File: src/rtl/serial_bit_source.sv
// serial_bit_source: parallel-to-serial feeder for the "010" detector, one data bit per enabled clock.
module serial_bit_source #(
    parameter int   WIDTH     = 8,
    parameter bit   LSB_FIRST = 1'b0,
    parameter logic IDLE_BIT  = 1'b1
) (
    input  logic             clock,
    input  logic             reset_L,
    input  logic [WIDTH-1:0] data_in,
    input  logic             in_valid,
    output logic             in_ready,
    input  logic             shift_en,
    output logic             serial_out,
    output logic             out_valid,
    output logic             word_done
);
    localparam int CW = $clog2(WIDTH);
    localparam logic [CW-1:0] LAST = CW'(WIDTH - 1);

    typedef enum logic {IDLE, SHIFT} state_t;

    state_t           state, next_state;
    logic [WIDTH-1:0] shifter, hold;
    logic             hold_full;
    logic [CW-1:0]    cnt;
    logic             accept, load_in, load_hold, advance, hold_set;

    assign in_ready   = ~hold_full;
    assign accept     = in_valid & ~hold_full;
    assign out_valid  = (state == SHIFT);
    // The outgoing bit always sits at the shifter's exit end, so no counter-indexed mux is needed.
    assign serial_out = out_valid ? (LSB_FIRST ? shifter[0] : shifter[WIDTH-1]) : IDLE_BIT;
    assign word_done  = (state == SHIFT) && shift_en && (cnt == LAST);

    always_ff @(posedge clock or negedge reset_L) begin
        if (!reset_L) state <= IDLE;
        else          state <= next_state;
    end

    always_comb begin
        next_state = state;
        load_in    = 1'b0;
        load_hold  = 1'b0;
        advance    = 1'b0;
        hold_set   = 1'b0;
        if (state == IDLE) begin
            load_in    = accept;
            next_state = accept ? SHIFT : IDLE;
        end else begin
            if (word_done) begin
                load_hold  = hold_full;
                load_in    = ~hold_full & accept;
                next_state = (hold_full | accept) ? SHIFT : IDLE;
            end else begin
                advance = shift_en;
            end
            hold_set = accept & ~load_in;
        end
    end

    always_ff @(posedge clock or negedge reset_L) begin
        if (!reset_L) begin
            shifter   <= '0;
            hold      <= '0;
            hold_full <= 1'b0;
            cnt       <= '0;
        end else begin
            if (load_in)        shifter <= data_in;
            else if (load_hold) shifter <= hold;
            else if (advance)   shifter <= LSB_FIRST ? (shifter >> 1) : (shifter << 1);
            if (load_in || load_hold) cnt <= '0;
            else if (advance)         cnt <= cnt + CW'(1);
            if (hold_set) begin
                hold      <= data_in;
                hold_full <= 1'b1;
            end else if (load_hold) begin
                hold_full <= 1'b0;
            end
        end
    end
endmodule

File: config.mk
export PLATFORM = sky130hd
export DESIGN_NAME = serial_bit_source
export DESIGN_NICKNAME = d
export VERILOG_FILES = /design/src/rtl/serial_bit_source.sv
export SDC_FILE = /design/constraint.sdc
export NUM_CORES = 1
export LEC_CHECK = 0
export BUFFER_PORTS_ARGS = -buffer_cell sky130_fd_sc_hd__clkbuf_2
export CAP_MARGIN = 20
export CORE_UTILIZATION = 50
export CTS_BUF_LIST = sky130_fd_sc_hd__clkbuf_8
export DETAILED_ROUTE_END_ITERATION = 12
export PLACE_DENSITY = 0.8
export SLEW_MARGIN = 20
export SYNTH_ARGS = -nofsm -noshare
export SYNTH_HDL_FRONTEND = slang
export SYNTH_SLANG_ARGS = --single-unit
File: constraint.sdc
create_clock -name clock -period 2.7 [get_ports clock]
set_input_delay 0.135 -clock clock [delete_from_list [all_inputs] [get_ports clock]]
set_output_delay 0.135 -clock clock [all_outputs]
set_load 0.02 [all_outputs]
==> summary.txt <==
crit path kind: flop to flop
async set or reset register ratio after synthesis: 100%
post-synthesis register bit count: 21
Warnings, synthesis: 0
synthesized area: 1110 sq um
Place WS: 617 ps
setup_tns: 0 ps
post-synthesis sequential area ratio: 47.2%
VDD IR max: 319 uV
endpoints failing hold: 0
startpoint types: flop
Worst-path clk slew: 80 ps
Longest Clk Path Bufs: 2
initial antenna violation count: 0
gr ovfl total: 0
top_reg_cell synth: dfrtp_1
Bufs and invs on worst path: 0
Initial DRC Count: 3
starting density of the core: 55.1%
Worst path slowest cell: dfrtp_1
Finish-stage setup viols: 0
RSZ-0062 raised after global routing: no
H-tree depth: 1
die width: 49.2 microns
max incr delay on CP: 400 ps
vias in the first global route: 755
drt pass-1 iters: 2
fin worst setup slack: 613 ps
post-cts sizing count: 0
post-detail-place hpwl: 1340 microns
worst min path class: primary input to flop
crit-path max FO: 8
Sink Count: 21
FP Rows: 16
largest net degree at the start of global routing: 22
CP cell instances: ha_1 -> ha_1 -> nand2_1 -> a21o_1 -> mux2_2 -> mux2_4
Worst Skew: 3.02 ps
core region area: 2020 sq um
P_leak: 0.671 nW
CP dominant cell by count: ha_1
clk_lat worst skew: 260 ps
max-cap violation count: 0
clock root buffer: clkbuf_8
synthesized instance count: 85
share of the synthesized area in the top cell type: 47.2%
synth-to-layout area growth: 13.4%
Synth top cells by count: dfrtp_1, mux2_2, mux2_4
vias post-DR: 704
Routed Antenna Nets: 0
Final Wtd Congestion: 0.729
IO Port Bufs: 15
CP required: 2840 ps
CP top delay family: multiplexers
unique cell type count in the Yosys netlist: 24
first-pass GRT wire length: 3420 microns
final instance area: 1260 sq um
CTS tree: done
Total GRT Usage: 19.0%
crit share post-route: 77.3%
antenna cells: 0
share of layout cells above drive strength 1: 46.6%
post-DR wirelength/cell: 14.5 microns
cell area power density: 568 nW/um^2
Util after Layout: 62.4%
Peak Freq: 479 MHz
drt total wl: 1880 microns
Mapped Avg Cell Area: 13.1 sq um
status: finished clean
Yosys top cell by area: dfrtp_1
fill count: 166
count leader, synth: dfrtp_1
# DRC: 0
Worst Tran Pin Value: 564 ps
Syn Nets: 99
Tmin final: 2090 ps
Die ar.: 2420 sq um
Post-Place Cell Area: 1210 sq um
I/O pin cnt: 16
Critical Path Sink Type: flop
relative slew slack: 62.3%
Arr. time, crit path: 2230 ps
Via density: 5.42
Post-synth EDFFs: 0
Max Slew Vio Count: 0
clock buffer count from CTS: 3
ranking of synthesized cells by area: dfrtp_1, mux2_2, mux2_4
overall die height: 49.2 microns
NumNets Final: 118
layout by cell type, fill, tap and decap left out:
cell type,synthesis,layout
a211oi_1,1,1
a21o_1,1,1
a21oi_1,1,1
and2b_1,1,1
and3_1,1,1
clkbuf_2,0,15
clkbuf_8,0,3
clkinv_2,0,1
dfrtp_1,21,21
dlygate4sd3_1,0,1
ha_1,2,2
inv_1,4,4
mux2_1,1,1
mux2_2,20,20
mux2_4,7,7
mux2i_1,2,2
nand2_1,4,4
nand2b_1,3,3
nand3b_1,1,1
nand4_1,1,1
nand4_4,1,1
nor2_1,5,5
nor3_4,1,1
o21ai_0,3,3
o221ai_1,1,1
xor2_1,1,1
flip-flops by register name (all words and copies together), names as in the netlist:
name and flops:
cnt 3, shifter 8, hold_full 1, out_valid 1
hold 8
cell type report:
class                      count  area, sq um  share of cell area, %
clock buffer                   3         41.3                   3.27
clock inverter                 1         5.00                  0.396
inverter                       4         15.0                   1.19
multi-input combinational     58          557                   44.1
sequential                    21          526                   41.6
tap                           27         33.8                   2.68
timing repair buffer          16         85.1                   6.74
timing repair:
| item | 4_1_cts | 5_1_grt |
|---|---|---|
| hold endpoints to repair | 21 | 0 |
| setup buffers | 0 | 0 |
| hold buffers | 1 | 0 |
where the power goes:
group,switching [W],total (W),internal [W]
sequential,0.0000280,0.000388,0.000360
clock,0.000102,0.000205,0.000103
combinational,0.0000552,0.000124,0.0000693
total,0.000185,0.000717,0.000532
kinds of logic after synthesis:
kind of cell	after synthesis	share of synthesized area [%]
muxes	30	32.5
buffers and inverters	6	2.81
AOI/OAI and AO/OA	7	3.93
adders and majority gates	2	2.25
xor gates and xnor gates	1	0.787
DFF	21	47.2
and+or+nand+nor	18	10.6
through the flow:
stage	hold WS (ps)	cells	total power (W)
final	121	130	0.000717
after CTS	118	130	0.000725
after global routing	126	130	0.000759
after detailed placement	135	125	0.000520
after floorplan	-161	85	0.000479
after global placement	130	125	0.000511
layer usage:
metal / share of wire, % / wire (microns) / track usage (%)
met1: 46 / 868 / 23.8
met2: 49 / 919 / 31.5
met3: 2.5 / 47 / 2.80
met4: 2.3 / 43 / 9.80
met5: 0 / 0 / 0
worst paths after layout:
kind / cells past startpoint / endpoint / slack (ps) / from
setup / recovery: 6 / shifter[2] / 610 / cnt[0]
hold / removal: 2 / hold[7] / 120 / data_in[7]
setup reg to reg: 6 / shifter[2] / 610 / cnt[0]
hold reg to reg: 2 / hold[0] / 500 / hold[0]
max in group asynchronous: 2 / hold[3] / 1980 / reset_L
min in group asynchronous: 2 / cnt[2] / 370 / reset_L
Power figures use the tool's default switching activity.
